File: src/rtl/miriscv_lsu_pkg.sv
// Shared LSU types for the data-port arbiter: word geometry, owner IDs and the
// request bundle driven onto the shared memory port.
package miriscv_lsu_pkg;

    localparam int XLEN = 32;
    localparam int BE_W = XLEN / 8;

    typedef enum logic {
        CORE = 1'b0,
        EXT  = 1'b1
    } data_arb_owner_e;

    typedef struct packed {
        logic            we;
        logic [BE_W-1:0] be;
        logic [XLEN-1:0] addr;
        logic [XLEN-1:0] wdata;
    } data_req_t;

    function automatic data_req_t pack_req(
        input logic            we,
        input logic [BE_W-1:0] be,
        input logic [XLEN-1:0] addr,
        input logic [XLEN-1:0] wdata
    );
        data_req_t r;
        r.we    = we;
        r.be    = be;
        r.addr  = addr;
        r.wdata = wdata;
        return r;
    endfunction

endpackage

File: src/rtl/miriscv_arb_id_fifo.sv
// Owner-ID FIFO: remembers which requester issued each outstanding memory
// request so in-order responses can be routed back. Pointers wrap modulo DEPTH.
import miriscv_lsu_pkg::*;

module miriscv_arb_id_fifo #(
    parameter int DEPTH = 2
) (
    input  logic            clk_i,
    input  logic            rst_i,
    input  logic            push_i,
    input  data_arb_owner_e push_data_i,
    input  logic            pop_i,
    output data_arb_owner_e pop_data_o,
    output logic            full_o,
    output logic            empty_o
);

    localparam int PTR_W = (DEPTH > 1) ? $clog2(DEPTH) : 1;
    localparam int CNT_W = $clog2(DEPTH + 1);

    logic [DEPTH-1:0] mem_r;
    logic [PTR_W-1:0] wptr_r;
    logic [PTR_W-1:0] rptr_r;
    logic [CNT_W-1:0] count_r;
    logic             push_ok_s;
    logic             pop_ok_s;

    assign full_o     = (count_r == CNT_W'(DEPTH));
    assign empty_o    = (count_r == {CNT_W{1'b0}});
    assign push_ok_s  = push_i && !full_o;
    assign pop_ok_s   = pop_i && !empty_o;
    assign pop_data_o = data_arb_owner_e'(mem_r[rptr_r]);

    // Pointer, count and storage update; explicit wrap keeps non-power-of-two depths legal.
    always_ff @(posedge clk_i) begin
        if (rst_i) begin
            mem_r   <= {DEPTH{1'b0}};
            wptr_r  <= {PTR_W{1'b0}};
            rptr_r  <= {PTR_W{1'b0}};
            count_r <= {CNT_W{1'b0}};
        end else begin
            if (push_ok_s) begin
                mem_r[wptr_r] <= push_data_i;
                wptr_r        <= (wptr_r == PTR_W'(DEPTH - 1)) ? {PTR_W{1'b0}}
                                                               : wptr_r + PTR_W'(1);
            end
            if (pop_ok_s) begin
                rptr_r <= (rptr_r == PTR_W'(DEPTH - 1)) ? {PTR_W{1'b0}}
                                                        : rptr_r + PTR_W'(1);
            end
            case ({push_ok_s, pop_ok_s})
                2'b10:   count_r <= count_r + CNT_W'(1);
                2'b01:   count_r <= count_r - CNT_W'(1);
                default: count_r <= count_r;
            endcase
        end
    end

endmodule

File: src/rtl/miriscv_data_arbiter.sv
// Arbitrates core LSU and external requesters onto one data-memory port and
// routes in-order responses back. Define MIRISCV_DATA_ARB_RR_EN for round-robin on conflicts.
import miriscv_lsu_pkg::*;

module miriscv_data_arbiter #(
    parameter int OUTSTANDING = 2
) (
    input  logic            clk_i,
    input  logic            rst_i,

    input  logic            core_req_i,
    input  logic            core_we_i,
    input  logic [BE_W-1:0] core_be_i,
    input  logic [XLEN-1:0] core_addr_i,
    input  logic [XLEN-1:0] core_wdata_i,
    output logic            core_gnt_o,
    output logic            core_rvalid_o,
    output logic [XLEN-1:0] core_rdata_o,

    input  logic            ext_req_i,
    input  logic            ext_we_i,
    input  logic [BE_W-1:0] ext_be_i,
    input  logic [XLEN-1:0] ext_addr_i,
    input  logic [XLEN-1:0] ext_wdata_i,
    output logic            ext_gnt_o,
    output logic            ext_rvalid_o,
    output logic [XLEN-1:0] ext_rdata_o,

    output logic            data_req_o,
    output logic            data_we_o,
    output logic [BE_W-1:0] data_be_o,
    output logic [XLEN-1:0] data_addr_o,
    output logic [XLEN-1:0] data_wdata_o,
    input  logic            data_rvalid_i,
    input  logic [XLEN-1:0] data_rdata_i,

    output logic            spurious_rsp_o
);

    logic            fifo_full_s;
    logic            fifo_empty_s;
    data_arb_owner_e fifo_head_s;
    data_arb_owner_e push_owner_s;
    logic            core_gnt_s;
    logic            ext_gnt_s;
    logic            issue_s;
    logic            pop_s;
    data_req_t       sel_req_s;

`ifdef MIRISCV_DATA_ARB_RR_EN
    data_arb_owner_e last_gnt_r;

    // Remember who was served last so the next conflict goes to the other side.
    always_ff @(posedge clk_i) begin
        if (rst_i) begin
            last_gnt_r <= CORE;
        end else if (issue_s) begin
            last_gnt_r <= push_owner_s;
        end else begin
            last_gnt_r <= last_gnt_r;
        end
    end
`endif

    // Grant selection; gated only by the registered FIFO count so rvalid never reaches data_req_o.
    always_comb begin
        core_gnt_s = 1'b0;
        ext_gnt_s  = 1'b0;
        if (!rst_i && !fifo_full_s) begin
            if (core_req_i && ext_req_i) begin
`ifdef MIRISCV_DATA_ARB_RR_EN
                if (last_gnt_r == CORE) begin
                    ext_gnt_s = 1'b1;
                end else begin
                    core_gnt_s = 1'b1;
                end
`else
                core_gnt_s = 1'b1;
`endif
            end else if (core_req_i) begin
                core_gnt_s = 1'b1;
            end else if (ext_req_i) begin
                ext_gnt_s = 1'b1;
            end else begin
                core_gnt_s = 1'b0;
            end
        end else begin
            core_gnt_s = 1'b0;
            ext_gnt_s  = 1'b0;
        end
    end

    assign issue_s      = core_gnt_s | ext_gnt_s;
    assign push_owner_s = ext_gnt_s ? EXT : CORE;

    // Forward the granted requester's fields; the port is all zero when idle.
    always_comb begin
        sel_req_s = '0;
        if (core_gnt_s) begin
            sel_req_s = pack_req(core_we_i, core_be_i, core_addr_i, core_wdata_i);
        end else if (ext_gnt_s) begin
            sel_req_s = pack_req(ext_we_i, ext_be_i, ext_addr_i, ext_wdata_i);
        end else begin
            sel_req_s = '0;
        end
    end

    assign core_gnt_o   = core_gnt_s;
    assign ext_gnt_o    = ext_gnt_s;
    assign data_req_o   = issue_s;
    assign data_we_o    = sel_req_s.we;
    assign data_be_o    = sel_req_s.be;
    assign data_addr_o  = sel_req_s.addr;
    assign data_wdata_o = sel_req_s.wdata;

    assign pop_s = !rst_i && data_rvalid_i && !fifo_empty_s;

    // Response routing: the FIFO head names the owner of the oldest outstanding request.
    always_comb begin
        core_rvalid_o  = 1'b0;
        ext_rvalid_o   = 1'b0;
        core_rdata_o   = {XLEN{1'b0}};
        ext_rdata_o    = {XLEN{1'b0}};
        spurious_rsp_o = 1'b0;
        if (pop_s) begin
            case (fifo_head_s)
                CORE: begin
                    core_rvalid_o = 1'b1;
                    core_rdata_o  = data_rdata_i;
                end
                EXT: begin
                    ext_rvalid_o = 1'b1;
                    ext_rdata_o  = data_rdata_i;
                end
                default: begin
                    core_rvalid_o = 1'b0;
                    ext_rvalid_o  = 1'b0;
                end
            endcase
        end else if (!rst_i && data_rvalid_i) begin
            spurious_rsp_o = 1'b1;
        end else begin
            spurious_rsp_o = 1'b0;
        end
    end

    miriscv_arb_id_fifo #(
        .DEPTH (OUTSTANDING)
    ) u_id_fifo (
        .clk_i       (clk_i),
        .rst_i       (rst_i),
        .push_i      (issue_s),
        .push_data_i (push_owner_s),
        .pop_i       (pop_s),
        .pop_data_o  (fifo_head_s),
        .full_o      (fifo_full_s),
        .empty_o     (fifo_empty_s)
    );

endmodule

File: config.mk
export PLATFORM = sky130hd
export DESIGN_NAME = miriscv_data_arbiter
export DESIGN_NICKNAME = d
export VERILOG_FILES = /design/src/rtl/miriscv_lsu_pkg.sv /design/src/rtl/miriscv_arb_id_fifo.sv /design/src/rtl/miriscv_data_arbiter.sv
export SDC_FILE = /design/constraint.sdc
export NUM_CORES = 1
export LEC_CHECK = 0
export ABC_AREA = 0
export BUFFER_PORTS_ARGS = -buffer_cell sky130_fd_sc_hd__buf_2
export CORE_AREA = 2 2 120 122
export CTS_CLUSTER_SIZE = 16
export DETAILED_ROUTE_END_ITERATION = 6
export DIE_AREA = 0 0 122 124
export PLACE_DENSITY = 0.52
export SYNTH_ARGS = -nofsm -noshare
export SYNTH_HDL_FRONTEND = slang
export SYNTH_SLANG_ARGS = --single-unit
File: constraint.sdc
create_clock -name clk_i -period 3.2 [get_ports clk_i]
set_clock_uncertainty 0.1 [all_clocks]
set_input_delay 0.32 -clock clk_i [delete_from_list [all_inputs] [get_ports clk_i]]
set_output_delay 0.32 -clock clk_i [all_outputs]
set_load 0.01 [all_outputs]
==> results.yml <==
layout:
  layout-drive-gt1-share_pct: 58.23
  post-route-util_pct: 25.34
  syn_to_final_growth_pct: 94.27
  final_area_um2: 3476
  diodes: 0
  finalNetCount: 743
  fin_cells: 745
place:
  dpl.hpwl_mm: 8.010
  io_buffers: 313
  gp_congestion: 0.7489
  dpl_cell_area_um2: 3401
  place_inst: 742
global_routing:
  overflow: 0
  grt_pass1_wl_mm: 13.77
  track_usage_pct: 11.00
  grt_pass1_vias: 2685
  grt_max_degree: 73
  antenna_found_initial: 1
logic_synthesis:
  synth_cells: 282
  synth_top_area_cell: "a22oi_1"
  yosys_warnings: 0
  synth_edf_count: 0
  async_flop_share_pct: 0
  synth_nets: 458
  yosys_most_used_dff: "dfxtp_1"
  synth-seq-cells: 6
  avgSynthCellArea_um2: 6.345
  netlist.area_leader.share_pct: 28.95
  yosysUniqueCellTypes: 28
  seq_area_frac_synth_pct: 6.713
  netlist_area_um2: 1789
  synth_area_leaders: "a22oi_1, and3_1, nor2_1, buf_6, dfxtp_1"
setup_path:
  worstPathRequired_ps: 2780
  cpMostUsedCell: "nor2_2"
  path_class: "reg2out"
  regToRegStartpoint: "u_id_fifo.count_r[0]"
  critPathMaxFanout: 65
  crit_family: "buffers and inverters"
  critPathLaunch: "u_id_fifo.count_r[0]"
  cp_slowest_cell: "dfxtp_1"
  path_buf_inv: 2
  cp-end-kind: "primary output"
  cp.arrival_ps: 1680
  cp_slowest_stage_delay_ps: 440
  path_cells: "nor2_2, nor2_2, buf_4, and3_1, buf_2"
  startpoint_type: "flop"
  r2r_slack_ps: 1150
floorplan:
  pin_count: 314
  core-area_um2: 13720
  initial_core_util_pct: 13.04
  die_h_um: 124
  rows: 43
  dieWidth_um: 122
  dieArea_um2: 15130
clock_network:
  cts_tree: "yes"
  cts_resized: 0
  clk_latency_ps: 220
  holdBufCountCts: 0
  clock_sinks: 6
  cts-root-buf: "clkbuf_16"
  cts_buffer_depth: 2
  clkSlewWorstSetupHoldPaths_ps: 30
  htree_levels: 1
  post-cts-setup-buffers: 0
  cts_buffers: 3
detailed_routing:
  via_count: 3217
  wl_met2_mm: 4.841
  vias_per_cell: 4.318
  highest_layer: "met3"
  antenna_left: 0
  met3_length_mm: 1.072
  drt_iter0_markers: 142
  wl_mm: 9.926
  drc_errors: 0
  m1WireLength_mm: 4.012
  post_drt_wl_per_cell_um: 13.32
  drtPass1Iterations: 4
sta:
  post-route-period-util_pct: 65.70
  slew_violations: 0
  rsz0062_at_grt: "no"
  hold_viol_final: 0
  fin_setup_tns_ps: 0
  clock.fmax_mhz: 475.7
  fin_crit_ps: 2102
  slew_headroom_pct: 50.37
  setup_violations: 0
  tightest_slew_ps: 744.5
power:
  power_w: 0.0008384
  p_leak_nw: 2.281
  p_per_area_nw_per_um2: 241.2
  peakVddDrop_v: 0.0001402
min_path:
  hp-class: "in2reg"
  min-delay-start: "rst_i"
status:
  status: "finished, final reports clean"
run:
  cap_violations: 0
[per-layer routing]
| layer | GRT usage (%) | vias up |
|---|---|---|
| li1 | - | 1608 |
| met1 | 14.31 | 1408 |
| met2 | 19.69 | 201 |
| met3 | 1.877 | 0 |
| met4 | 1.078 | 0 |
| met5 | 0 | - |
[power by group]
| part | internal, W | total [W] | switching [W] |
|---|---|---|---|
| registers | 0.0000873 | 0.000104 | 0.0000165 |
| logic | 0.000242 | 0.000535 | 0.000293 |
| clock network | 0.000160 | 0.000200 | 0.0000395 |
| total | 0.000489 | 0.000838 | 0.000349 |
[per-stage QoR]
step | setup slack (ps) | hold WS (ps)
after floorplan | 1373 | 379.9
after global placement | 1069 | 412.0
after detailed placement | 1030 | 407.3
after CTS | 1066 | 272.2
after global routing | 924.7 | 282.8
final | 1098 | 272.5
[synth_stat cells, types with 3 or more instances]
cell / instances
a22oi_1: 69
o21ai_0: 4
clkbuf_1: 10
a21oi_1: 3
dfxtp_1: 6
or3_1: 3
buf_6: 12
and3_1: 64
nor2_1: 73
buf_2: 12
nor3_1: 3
[cell families (layout without fill, tap and decap cells)]
group,Yosys count,in the layout,share of synthesized area (%)
simple gates,152,152,43.29
compound gates,80,80,32.59
buf+inv,39,322,14.54
flops,6,6,6.714
xor+xnor,2,2,0.9792
mux,2,2,1.189
fa+ha+maj,1,1,0.6992
[path summary, 6_finish.rpt]
check	endpoint	cells after the start
setup reg to reg	u_id_fifo.count_r[1]	6
hold / removal	u_id_fifo.wptr_r	2
hold reg to reg	u_id_fifo.wptr_r	2
setup / recovery	ext_rdata_o[2]	5
[sequential cells by signal, summed over array words and instances, names as in the netlist]
register,flops
u_id_fifo.mem_r,2
u_id_fifo.wptr_r,1
u_id_fifo.rptr_r,1
u_id_fifo.count_r,2
[area by class of cell]
type,count,area [um2]
Sequential cell,6,120.1
Tap cell,180,225.2
Inverter,1,3.754
Fill cell,1589,10240
Multi-Input combinational cell,237,1423
Clock buffer,3,75.07
Timing Repair Buffer,318,1629
[cell usage in the layout, fill, tap and decap left out, types with 2 or more instances in the layout]
cell / count
nor3_1: 3
nor2_2: 2
a31oi_1: 2
or3_1: 3
nand2b_2: 2
buf_4: 3
a22oi_1: 69
and3_1: 64
nor2_1: 73
a311oi_1: 2
o21ai_0: 4
clkbuf_16: 3
dfxtp_1: 6
and2_1: 2
a21oi_1: 3
buf_2: 313
buf_12: 2
(Power assumes the default switching activity.)
